--- src/rtl/booth_divider_pkg.sv ---
// Shared definitions for the signed restoring divider: state encoding,
// default operand width and the divide-by-zero quotient pattern.
package booth_divider_pkg;

    typedef enum logic [1:0] {
        S_IDLE = 2'd0,
        S_CALC = 2'd1,
        S_FIX  = 2'd2,
        S_DONE = 2'd3
    } state_t;

    localparam int DEFAULT_WIDTH = 8;
    localparam int MAX_WIDTH     = 16;

    // Quotient reported on divide-by-zero; sliced down to the operand width.
    localparam logic [MAX_WIDTH-1:0] DIV_ZERO_QUOT = {MAX_WIDTH{1'b1}};

endpackage

--- src/rtl/booth_divider_div_step.sv ---
// One restoring-division iteration: trial-subtract the divisor from the
// shifted partial remainder and keep the difference only if it is non-negative.
module booth_divider_div_step #(
    parameter int WIDTH = 8
) (
    input  logic [WIDTH:0]   part_rem,
    input  logic [WIDTH:0]   divisor_mag,
    output logic [WIDTH-1:0] next_rem,
    output logic             q_bit
);

    logic [WIDTH+1:0] diff;
    logic             unused_diff;

    assign diff = {1'b0, part_rem} - {1'b0, divisor_mag};
    assign q_bit = ~diff[WIDTH+1];

    // The kept remainder is always below the divisor magnitude (<= 2^(WIDTH-1)),
    // so bit WIDTH of either candidate is zero and can be dropped.
    assign next_rem = q_bit ? diff[WIDTH-1:0] : part_rem[WIDTH-1:0];
    assign unused_diff = diff[WIDTH];

endmodule

--- src/rtl/booth_divider.sv ---
// Sequential signed radix-2 restoring divider: one quotient bit per clock,
// quotient truncated toward zero, remainder carrying the dividend's sign.
module booth_divider
    import booth_divider_pkg::*;
#(
    parameter int WIDTH = DEFAULT_WIDTH
) (
    input  logic             clk,
    input  logic             rst,
    input  logic             start,
    input  logic [WIDTH-1:0] dividend,
    input  logic [WIDTH-1:0] divisor,
    output logic             busy,
    output logic             done,
    output logic [WIDTH-1:0] quotient,
    output logic [WIDTH-1:0] remainder,
    output logic             div_zero,
    output logic             overflow
);

    localparam int              CW       = $clog2(WIDTH + 1);
    localparam logic [CW-1:0]   CNT_INIT = CW'(WIDTH);
    localparam logic [CW-1:0]   CNT_ONE  = CW'(1);
    localparam logic [WIDTH-1:0] MOST_NEG = {1'b1, {(WIDTH-1){1'b0}}};

    state_t               state_q, state_d;
    logic [2*WIDTH-1:0]   acc_q, acc_d;
    logic [WIDTH:0]       div_q, div_d;
    logic [CW-1:0]        cnt_q, cnt_d;
    logic                 neg_quo_q, neg_quo_d;
    logic                 neg_rem_q, neg_rem_d;
    logic                 busy_q, busy_d;
    logic                 done_q, done_d;
    logic [WIDTH-1:0]     quo_q, quo_d;
    logic [WIDTH-1:0]     rem_q, rem_d;
    logic                 dz_q, dz_d;
    logic                 ov_q, ov_d;

    logic [WIDTH:0]       dvd_ext, dvd_mag;
    logic [WIDTH:0]       dsr_ext, dsr_mag;
    logic [WIDTH-1:0]     step_rem;
    logic                 step_q_bit;
    logic                 unused_top;

    // Magnitudes formed one bit wider so the most-negative value does not wrap.
    assign dvd_ext = {dividend[WIDTH-1], dividend};
    assign dsr_ext = {divisor[WIDTH-1], divisor};
    assign dvd_mag = dividend[WIDTH-1] ? -dvd_ext : dvd_ext;
    assign dsr_mag = divisor[WIDTH-1] ? -dsr_ext : dsr_ext;
    assign unused_top = dvd_mag[WIDTH];

    booth_divider_div_step #(.WIDTH(WIDTH)) u_step (
        .part_rem    (acc_q[2*WIDTH-1:WIDTH-1]),
        .divisor_mag (div_q),
        .next_rem    (step_rem),
        .q_bit       (step_q_bit)
    );

    always_comb begin
        state_d   = state_q;
        acc_d     = acc_q;
        div_d     = div_q;
        cnt_d     = cnt_q;
        neg_quo_d = neg_quo_q;
        neg_rem_d = neg_rem_q;
        busy_d    = busy_q;
        done_d    = 1'b0;
        quo_d     = quo_q;
        rem_d     = rem_q;
        dz_d      = dz_q;
        ov_d      = ov_q;

        case (state_q)
            S_IDLE: begin
                if (start) begin
                    busy_d = 1'b1;
                    dz_d   = 1'b0;
                    ov_d   = 1'b0;
                    if (divisor == '0) begin
                        quo_d   = DIV_ZERO_QUOT[WIDTH-1:0];
                        rem_d   = dividend;
                        dz_d    = 1'b1;
                        done_d  = 1'b1;
                        state_d = S_DONE;
                    end else if (dividend == MOST_NEG && divisor == '1) begin
                        quo_d   = MOST_NEG;
                        rem_d   = '0;
                        ov_d    = 1'b1;
                        done_d  = 1'b1;
                        state_d = S_DONE;
                    end else begin
                        acc_d     = {{WIDTH{1'b0}}, dvd_mag[WIDTH-1:0]};
                        div_d     = dsr_mag;
                        neg_quo_d = dividend[WIDTH-1] ^ divisor[WIDTH-1];
                        neg_rem_d = dividend[WIDTH-1];
                        cnt_d     = CNT_INIT;
                        state_d   = S_CALC;
                    end
                end
            end
            S_CALC: begin
                // Shift left by one, with the new quotient bit entering at the LSB.
                acc_d = {step_rem, acc_q[WIDTH-2:0], step_q_bit};
                cnt_d = cnt_q - CNT_ONE;
                if (cnt_q == CNT_ONE) begin
                    state_d = S_FIX;
                end
            end
            S_FIX: begin
                quo_d   = neg_quo_q ? -acc_q[WIDTH-1:0] : acc_q[WIDTH-1:0];
                rem_d   = neg_rem_q ? -acc_q[2*WIDTH-1:WIDTH] : acc_q[2*WIDTH-1:WIDTH];
                done_d  = 1'b1;
                state_d = S_DONE;
            end
            S_DONE: begin
                busy_d  = 1'b0;
                state_d = S_IDLE;
            end
        endcase
    end

    always_ff @(posedge clk) begin
        if (rst) begin
            state_q   <= S_IDLE;
            acc_q     <= '0;
            div_q     <= '0;
            cnt_q     <= '0;
            neg_quo_q <= 1'b0;
            neg_rem_q <= 1'b0;
            busy_q    <= 1'b0;
            done_q    <= 1'b0;
            quo_q     <= '0;
            rem_q     <= '0;
            dz_q      <= 1'b0;
            ov_q      <= 1'b0;
        end else begin
            state_q   <= state_d;
            acc_q     <= acc_d;
            div_q     <= div_d;
            cnt_q     <= cnt_d;
            neg_quo_q <= neg_quo_d;
            neg_rem_q <= neg_rem_d;
            busy_q    <= busy_d;
            done_q    <= done_d;
            quo_q     <= quo_d;
            rem_q     <= rem_d;
            dz_q      <= dz_d;
            ov_q      <= ov_d;
        end
    end

    assign busy      = busy_q;
    assign done      = done_q;
    assign quotient  = quo_q;
    assign remainder = rem_q;
    assign div_zero  = dz_q;
    assign overflow  = ov_q;

endmodule

--- config.mk ---
export PLATFORM = sky130hd
export DESIGN_NAME = booth_divider
export DESIGN_NICKNAME = d
export VERILOG_FILES = /design/src/rtl/booth_divider_pkg.sv /design/src/rtl/booth_divider_div_step.sv /design/src/rtl/booth_divider.sv
export SDC_FILE = /design/constraint.sdc
export NUM_CORES = 1
export LEC_CHECK = 0
export CORE_MARGIN = 2
export CORE_UTILIZATION = 57
export DETAILED_ROUTE_END_ITERATION = 16
export HOLD_SLACK_MARGIN = 0.02
export PLACE_DENSITY_LB_ADDON = 0.15
export SYNTH_ARGS = -nofsm -noshare
export SYNTH_HDL_FRONTEND = slang
export SYNTH_SLANG_ARGS = --single-unit
--- constraint.sdc ---
create_clock -name clk -period 2.6 [get_ports clk]
set_input_delay 0.26 -clock clk [delete_from_list [all_inputs] [get_ports clk]]
set_output_delay 0.26 -clock clk [all_outputs]
set_load 0.02 [all_outputs]
# After elaboration in Yosys (flattened, before gate mapping)
# Cells that the tools add are included.
[word_totals]
regBits = 53
[classes]
mux = 34
n_bitwise = 4
reduce_logical = 12
addsub = 6
eq_ne = 11
[ops]
columns = ["operator", "n"]
rows = [
  ["2-to-1 mux 8 bit", 10],
  ["2-to-1 mux 16 bit", 3],
  ["case mux 16 bit (2 select lines)", 1],
  ["case mux 8 bit (2 select lines)", 2],
  ["negator 8 bit", 3],
  ["== test 8 bit (second input constant)", 2],
  ["2-to-1 mux 4 bit", 3],
  ["subtractor 9 x 9 -> 10 bit", 1],
  ["2-to-1 mux 9 bit", 1],
  ["negator 9 bit", 1],
  ["zero test 8 bit", 1],
  ["2-to-1 mux 2 bit", 4],
  ["inequality test 2 bit (second input constant)", 4],
  ["case mux 2 bit (4 select lines)", 1],
  ["case mux 4 bit (2 select lines)", 1],
  ["AND reduction 4 bit", 2],
  ["2-to-1 mux 1 bit", 6],
  ["AND reduction 2 bit", 3],
  ["nonzero test 2 bit", 3],
  ["== test 2 bit (second input constant)", 2],
  ["== test 4 x 1 -> 1 bit (second input constant)", 1],
  ["case mux 1 bit (2 select lines)", 2],
  ["subtractor 4 x 1 -> 4 bit (second input constant)", 1],
  ["inequality test 3 bit (second input constant)", 1],
  ["6 further kinds", 8],
]

# Logic depth before layout (Yosys ltp)
# Gate-level depths: netlist (run 1).
[depth]
ltp_word = 6
mapped_depth = 10
ltp_nobuf = 8

# Modules after synthesis
# A second synthesis (run 1) with hierarchy kept.
[unflattened]
cells_unflattened = 408
hier_area_um2 = 3393.3
[by_module_without_submodules]
columns = ["module", "n_inst", "seq_area_each_um2", "area_per_inst_um2", "cells_per_inst"]
rows = [
  ["booth_divider", 1, 1061.0, 2894.0, 347],
  ["booth_divider_div_step", 1, 0.0, 499.2, 61],
]

# Worst setup path after synthesis (run 1)
# OpenSTA, ideal clock, no wires.
[synth_path]
kind = "reg-to-reg"
startpoint = "register acc_q[13]"
endpoint = "register acc_q[10]"
period_less_slack_ns = 2.263
arrival_time_ns = 2.134
path_slack_ns = 0.337
setup_time_ns = 0.129
path_stages_with_launch = 8
n_path_buf = 1
required_ns = 2.471
path_cell_list = "dfxtp_1 ha_1 a21o_1 or3_1 o2111ai_1 and2_1 buf_1 o211ai_1"
[synth_between]
elab_chain_len = 3
[synth_rtl]
columns = ["element", "line", "rtl"]
rows = [
  ["start, declared", "booth_divider.sv:27", "logic [2*WIDTH-1:0] acc_q, acc_d;"],
  ["start signal, assigned", "booth_divider.sv:125", "acc_q <= '0;"],
  ["start signal, assigned", "booth_divider.sv:138", "acc_q <= acc_d;"],
  ["subtractor 9 x 9 -> 10 bit", "booth_divider_div_step.sv:15", "assign diff = {1'b0, part_rem} - {1'b0, divisor_mag};"],
  ["2-to-1 mux 8 bit", "booth_divider_div_step.sv:20", "assign next_rem = q_bit ? diff[WIDTH-1:0] : part_rem[WIDTH-1:0];"],
  ["case mux 16 bit (2 select lines)", "booth_divider.sv:73", "case (state_q)"],
]
# Every way passes these cells.
# A chain may end at the register's enable or synchronous reset.

# Worst setup path after layout (run 1)
[layout_path]
startpoint = "input dividend[5]"
endpoint = "register acc_q[1]"
[layout_between]
elab_chain_len = 4
[layout_rtl]
columns = ["element", "line", "rtl"]
rows = [
  ["start, declared", "booth_divider.sv:11", "input logic [WIDTH-1:0] dividend,"],
  ["== test 8 bit", "booth_divider.sv:85", "end else if (dividend == MOST_NEG && divisor == '1) begin"],
  ["logical AND 1 bit", "booth_divider.sv:85", ""],
  ["inequality test 2 bit (no line)", "-", ""],
  ["AND reduction 4 bit (no line)", "-", ""],
]
# Every way passes these cells.

==> results of run 1 <==
==> placed cells by master, fill, tap and decap left out, drive strengths merged, types with 4 or more instances in the layout <==
master,count
a21oi,26
nand4,8
nand2,23
mux2i,4
nor3,22
nor4,4
clkbuf,6
o211ai,7
dfxtp,53
nand2b,11
clkdlybuf4s50,38
xor2,6
a211oi,23
buf,30
xnor2,18
inv,26
or3,8
nor2,36
nor2b,7
ha,20
o21a,4
o31ai,9
o21ai,12
o32ai,6
a22oi,9
a21boi,6
==> metal layers <==
metal	GRT usage (%)	up-vias	share of wire, %	wire length (um)
li1	-	1588	-	-
met1	34.8	1513	43	3760
met2	47.5	100	49	4270
met3	3.74	18	4.5	385
met4	10.8	0	2.7	234
met5	0	-	0	0
==> cell type report <==
type / count / area (um^2)
fill: 498 / 1740
sequential: 53 / 1060
clock inverter: 2 / 13.8
clock buffer: 6 / 82.6
timing repair buffer: 68 / 643
tap: 75 / 93.8
inverter: 26 / 97.6
multi-input combinational: 305 / 2150
==> cell families (layout without fill, tap and decap cells) <==
family | count (synthesis) | in the layout | synth area share (%)
AND/OR/NAND/NOR | 132 | 132 | 19.7
AO/OA/AOI/OAI | 122 | 122 | 26.7
buffers and inverters | 54 | 102 | 7.43
flip-flops | 53 | 53 | 30.6
XOR/XNOR | 24 | 24 | 6.06
adder cells (fa/ha/maj) | 21 | 21 | 7.79
multiplexers | 6 | 6 | 1.80
==> state kept, by name, indices dropped and copies added, names as in the netlist <==
name and count:
quotient 8, busy 1, cnt_q 4, neg_rem_q 1, overflow 1, remainder 8
acc_q 16, state_q 2, neg_quo_q 1, done 1, div_zero 1, div_q 9
==> how the worst max path moves through the flow <==
stage                                start                     end  cells past startpoint
floorplan           acc_q[13]$_SDFFE_PP0P_  acc_q[10]$_SDFFE_PP0P_                      7
global placement                divisor[3]  acc_q[15]$_SDFFE_PP0P_                      6
finish                         dividend[5]   acc_q[1]$_SDFFE_PP0P_                      7
CTS                            dividend[5]   acc_q[2]$_SDFFE_PP0P_                      7
global route                    divisor[0]  acc_q[13]$_SDFFE_PP0P_                     10
detailed placement              divisor[3]   acc_q[8]$_SDFFE_PP0P_                      7
==> worst max-delay path, stage by stage <==
cell                              delay (ns)
sky130_fd_sc_hd__clkdlybuf4s50_1        0.44
sky130_fd_sc_hd__or3_4                  0.43
sky130_fd_sc_hd__or4_4                  0.55
sky130_fd_sc_hd__buf_4                  0.19
sky130_fd_sc_hd__and2_1                 0.26
sky130_fd_sc_hd__a31oi_1                0.21
sky130_fd_sc_hd__o221a_2                0.19
==> stage by stage <==
stage | util, % | instance area, um^2
floorplan | - | 3470
global placement | 68.7 | 4050
detailed placement | 68.7 | 4050
CTS | 70.4 | 4140
global route | 70.4 | 4140
finish | 70.4 | 4140
==> power groups by stage <==
stage / clock (mW) / combinational (mW) / sequential, mW
floorplan: 0 / 1.77 / 1.31
global placement: 0 / 2.34 / 1.33
detailed placement: 0 / 2.41 / 1.34
CTS: 0.507 / 2.43 / 1.32
global route: 0.534 / 2.71 / 1.37
finish: 0.497 / 2.44 / 1.33
==> results_dict.tcl, run 1 <==
set metrics [dict create \
    status "complete, no violations" \
    boundaryPins 39 \
    n_antenna_cell 0 \
    detail_route.wl_per_cell_um 16.2 \
    post_synthesis_cell_type_with_the_largest_combined_area "sky130_fd_sc_hd__dfxtp_1" \
    p_per_area_mw_per_mm2 1030 \
    route.antenna.remaining_nets 0 \
    preCtsSetupSlack_ns 0.0282 \
    fmax_ghz 0.441 \
    initial_drt_pass_iterations 4 \
    cts_max_path_buffers 2 \
    switchingPower_mw 1.91 \
    synth.distinct_cells 59 \
    timing.setup.critical_path_class "in -> reg" \
    grt_first_pass_wirelength_mm 14.2 \
    synth.cell_area_mm2 0.00347 \
    arrival_worst_endpoint_ns 2.53 \
    yosysWarningCount 0 \
    antenna_found_initial 0 \
    cts_inserted_buffers 5 \
    crit_path_end_kind "register" \
    tns_ns 0 \
    track_usage_pct 27.6 \
    path_max_fanout 11 \
    cts_htree_levels 2 \
    tritoncts "built" \
    worst_ir_drop_vdd_uv 816 \
    layout_worst_path_cycle_share_pct 87.2 \
    whs_path_depth 2 \
    synthesis.area_per_instance_um2 8.42 \
    cap_violations 0 \
    ratio_of_cells_with_drive_above_1_in_the_final_layout_pct 13.0 \
    regToRegEndpoint "acc_q[8]$_SDFFE_PP0P_" \
    vias 3219 \
    final_cells 535 \
    worst_r2r_startpoint "acc_q[13]$_SDFFE_PP0P_" \
    synth_seq_area_share_pct 30.6 \
    p_sw_share_pct 44.8 \
    chipWidth_um 82.0 \
    detailedRoute.firstIterationViolations 157 \
    die_height_um 82.0 \
    min-delay-start "div_q[7]$_SDFFE_PP0P_" \
    dominantRegCellSynth "sky130_fd_sc_hd__dfxtp_1" \
    layout_min_cycle_time_ns 2.27 \
    ctsHoldBuffers 0 \
    worst-endpoint-required_ns 2.86 \
    timing.final.setup_violations 0 \
    setup_ws_ns 0.334 \
    reg2reg_slack_ns 0.38 \
    cts.sinks 53 \
    placedCellCount 527 \
    buffer_ports.inserted 38 \
    yosys-top-cells-count "sky130_fd_sc_hd__dfxtp_1, sky130_fd_sc_hd__nor2_1, sky130_fd_sc_hd__inv_1" \
    reg2regPathDepth 7 \
    p_seq_share_pct 31.1 \
    synth_enable_flop_cells 0 \
    total_wirelength_of_the_detailed_routed_design_mm 8.65 \
    synthDominantCellAreaShare_pct 30.6 \
    layout-area-overhead-vs-synth_pct 19.4 \
    detailed_place_hpwl_mm 6.52 \
    synth.net_count 452 \
    initial_utilization_pct 58.9 \
    worst_setup_hold_path_clk_slew_ns 0.09 \
    worst_skew_pair.late_latency_ns 0.31 \
    max_slew.worst_pin.slew_ns 0.487 \
    totalPowerFinal_mw 4.27 \
    type_of_the_most_critical_hold_path "reg -> reg" \
    post-cts-setup-buffers 0 \
    core_region_mm2 0.00589 \
    timing.clock.skew_ns 0.00794 \
    synth.most_common_cell "sky130_fd_sc_hd__dfxtp_1" \
    design.final.nets 499 \
    internal_power_mw 2.36 \
    rows 28 \
    viasPerCell 6.02 \
    power.share.clock_pct 11.6 \
    largest_net_degree_at_the_start_of_global_routing 43 \
    synth.top_cells.by_area "sky130_fd_sc_hd__dfxtp_1, sky130_fd_sc_hd__ha_1, sky130_fd_sc_hd__xnor2_1" \
    grt_setup_unrepaired "false" \
    ctsRootBufferMaster "sky130_fd_sc_hd__clkbuf_8" \
    power.static_leakage_nw 1.55 \
    timing.critical_path.from_type "input pin" \
    timing_max_transition_violations_final 0 \
    first_global_vias 2988 \
    gpl.final_weighted_congestion 0.855 \
    overall_die_area_mm2 0.00672 \
    drc 0 \
    power.combinational.fraction_pct 57.3 \
    asyncSetResetFlopFracSynth_pct 0 \
    hold_viol_final 0 \
    globalRouteOverflowTotal 0 \
    postCtsResizedCells 0 \
    count_of_state_elements_after_synthesis 53 \
    netlist_instances 412 \
    hold_slack_ns 0.464 \
    end_of_the_worst_hold_path "div_q[7]$_SDFFE_PP0P_" \
    max-slew-margin-rel_pct 67.5 \
]
No activity file was read; power rests on OpenSTA's default activity.
==> run 2: changes to the inputs <==
--- a/config.mk
+++ b/config.mk
@@ -6,10 +6,11 @@
 export NUM_CORES = 1
 export LEC_CHECK = 0
 export CORE_MARGIN = 2
-export CORE_UTILIZATION = 57
+export CORE_UTILIZATION = 25
 export DETAILED_ROUTE_END_ITERATION = 16
 export HOLD_SLACK_MARGIN = 0.02
 export PLACE_DENSITY_LB_ADDON = 0.15
+export SLEW_MARGIN = 20
 export SYNTH_ARGS = -nofsm -noshare
 export SYNTH_HDL_FRONTEND = slang
 export SYNTH_SLANG_ARGS = --single-unit
==> results_dict.tcl, run 2 (synthesized netlist as in run 1, its figures left out) <==
set metrics [dict create \
    end_of_the_worst_hold_path "acc_q[0]$_SDFFE_PP0P_" \
    placement_cell_area_mm2 0.00422 \
    max_slew.worst_pin.slew_ns 0.527 \
    preCtsSetupSlack_ns 0.0193 \
    timing.final.setup_violations 0 \
    ctsHoldBuffers 0 \
    drc 0 \
    regToRegEndpoint "acc_q[13]$_SDFFE_PP0P_" \
    largestRegisters "acc_q: 16 flops, div_q: 9 flops" \
    crit_path_end_kind "register" \
    layout-area-overhead-vs-synth_pct 25.8 \
    timing.clock.skew_ns 0.0113 \
    layout_min_cycle_time_ns 2.28 \
    grt_first_pass_wirelength_mm 15.9 \
    hold_viol_final 0 \
    max-slew-margin-rel_pct 64.9 \
    min-delay-start "rst" \
    grt_setup_unrepaired "false" \
    postCtsResizedCells 0 \
    detail_route.wl_per_cell_um 15.0 \
    detailed_place_hpwl_mm 7.46 \
    layout_common_cells "sky130_fd_sc_hd__dfxtp_1, sky130_fd_sc_hd__clkdlybuf4s50_1, sky130_fd_sc_hd__nor2_1" \
    die_height_um 122 \
    design.final.nets 506 \
    detailedRoute.firstIterationViolations 106 \
    largest_net_degree_at_the_start_of_global_routing 43 \
    type_of_the_most_critical_hold_path "in -> reg" \
    rows 43 \
    worst_setup_hold_path_clk_slew_ns 0.07 \
    initial_drt_pass_iterations 4 \
    final_cells 647 \
    p_per_area_mw_per_mm2 1030 \
    cts_inserted_buffers 5 \
    reg2regPathDepth 8 \
    post-cts-setup-buffers 0 \
    overall_die_area_mm2 0.0148 \
    n_antenna_cell 0 \
    core_region_mm2 0.0137 \
    setup_ws_ns 0.317 \
    timing.critical_path.from_type "input pin" \
    whs_path_depth 3 \
    tritoncts "built" \
    gpl.final_weighted_congestion 0.755 \
    timing.setup.critical_path_class "in -> reg" \
    chipWidth_um 122 \
    antenna_found_initial 0 \
    status "complete, no violations" \
    number_of_flip_flops_in_the_largest_register 16 \
    fillerInstances 1483 \
    path_max_fanout 16 \
    worst_skew_pair.late_latency_ns 0.30 \
    power.static_leakage_nw 1.59 \
    cts_htree_levels 2 \
    final_cell_area_mm2 0.00436 \
    cts_max_path_buffers 2 \
    vias 3124 \
    cap_violations 0 \
    arrival_worst_endpoint_ns 2.49 \
    reg2reg_slack_ns 0.42 \
    tns_ns 0 \
    timing_max_transition_violations_final 0 \
    track_usage_pct 13.6 \
    commonest_non_fill_non_tap_cell_in_the_layout "sky130_fd_sc_hd__dfxtp_1" \
    route.antenna.remaining_nets 0 \
    worst_r2r_startpoint "div_q[6]$_SDFFE_PP0P_" \
    buffer_ports.inserted 38 \
    layout_worst_path_cycle_share_pct 87.8 \
    ctsRootBufferMaster "sky130_fd_sc_hd__clkbuf_16" \
    total_wirelength_of_the_detailed_routed_design_mm 9.70 \
    placedCellCount 639 \
    globalRouteOverflowTotal 0 \
    boundaryPins 39 \
    first_global_vias 3010 \
    viasPerCell 4.83 \
    ratio_of_cells_with_drive_above_1_in_the_final_layout_pct 14.1 \
    initial_utilization_pct 25.3 \
    cts.sinks 53 \
    registers.top_by_ff_count "acc_q" \
    worst-endpoint-required_ns 2.81 \
    fmax_ghz 0.438 \
    worst_ir_drop_vdd_uv 340 \
]
[run 2: worst max-delay path: stages]
cell,delay [ns]
sky130_fd_sc_hd__clkdlybuf4s50_1,0.52
sky130_fd_sc_hd__ha_1,0.16
sky130_fd_sc_hd__nand4_1,0.16
sky130_fd_sc_hd__or4_4,0.64
sky130_fd_sc_hd__a21oi_4,0.23
sky130_fd_sc_hd__buf_4,0.25
sky130_fd_sc_hd__nor3_1,0.06
sky130_fd_sc_hd__a211oi_1,0.21
[run 2: layout make-up]
type / instances / area, um^2 / area share [%]
multi-input cells: 305 / 2150 / 49.3
flip-flops and latches: 53 / 1060 / 24.3
repair buffers: 75 / 691 / 15.8
well taps: 180 / 225 / 5.16
clock buffers: 7 / 133 / 3.04
inverters: 26 / 97.6 / 2.24
clock inverters: 1 / 7.51 / 0.172
[run 2: worst max path at each step]
stage / startpoint / slack (ns) / to
2_1_floorplan: acc_q[13]$_SDFFE_PP0P_ / 0.34 / acc_q[10]$_SDFFE_PP0P_
6_report: divisor[1] / 0.32 / remainder[4]$_SDFFE_PP0P_
3_5_place_dp: divisor[1] / 0.02 / acc_q[14]$_SDFFE_PP0P_
5_1_grt: divisor[1] / 0.18 / remainder[5]$_SDFFE_PP0P_
3_3_place_gp: divisor[1] / 0.03 / quotient[1]$_SDFFE_PP0P_
4_1_cts: divisor[1] / 0.33 / acc_q[14]$_SDFFE_PP0P_
[run 2: power breakdown]
group | leakage [nW] | internal (mW) | switching [mW]
clock network | 0.0641 | 0.359 | 0.314
logic | 1.10 | 1.13 | 1.35
registers | 0.433 | 1.05 | 0.279
total | 1.59 | 2.54 | 1.94
[run 2: routing by layer]
metal	track usage [%]	vias up	part of all wire, %
met5	0	-	0
met4	3.02	0	0.96
met3	2.53	6	3.9
met2	22.2	53	45
met1	18.7	1466	50
li1	-	1599	-
[run 2: stage by stage]
| stage | total power [mW] | util, % | hold slack, ns |
|---|---|---|---|
| after global placement | 3.83 | 30.8 | 0.442 |
| after floorplan | 3.07 | - | 0.396 |
| after CTS | 4.53 | 31.8 | 0.363 |
| after detailed placement | 3.85 | 30.8 | 0.452 |
| after global routing | 4.88 | 31.8 | 0.381 |
| final | 4.49 | 31.8 | 0.363 |
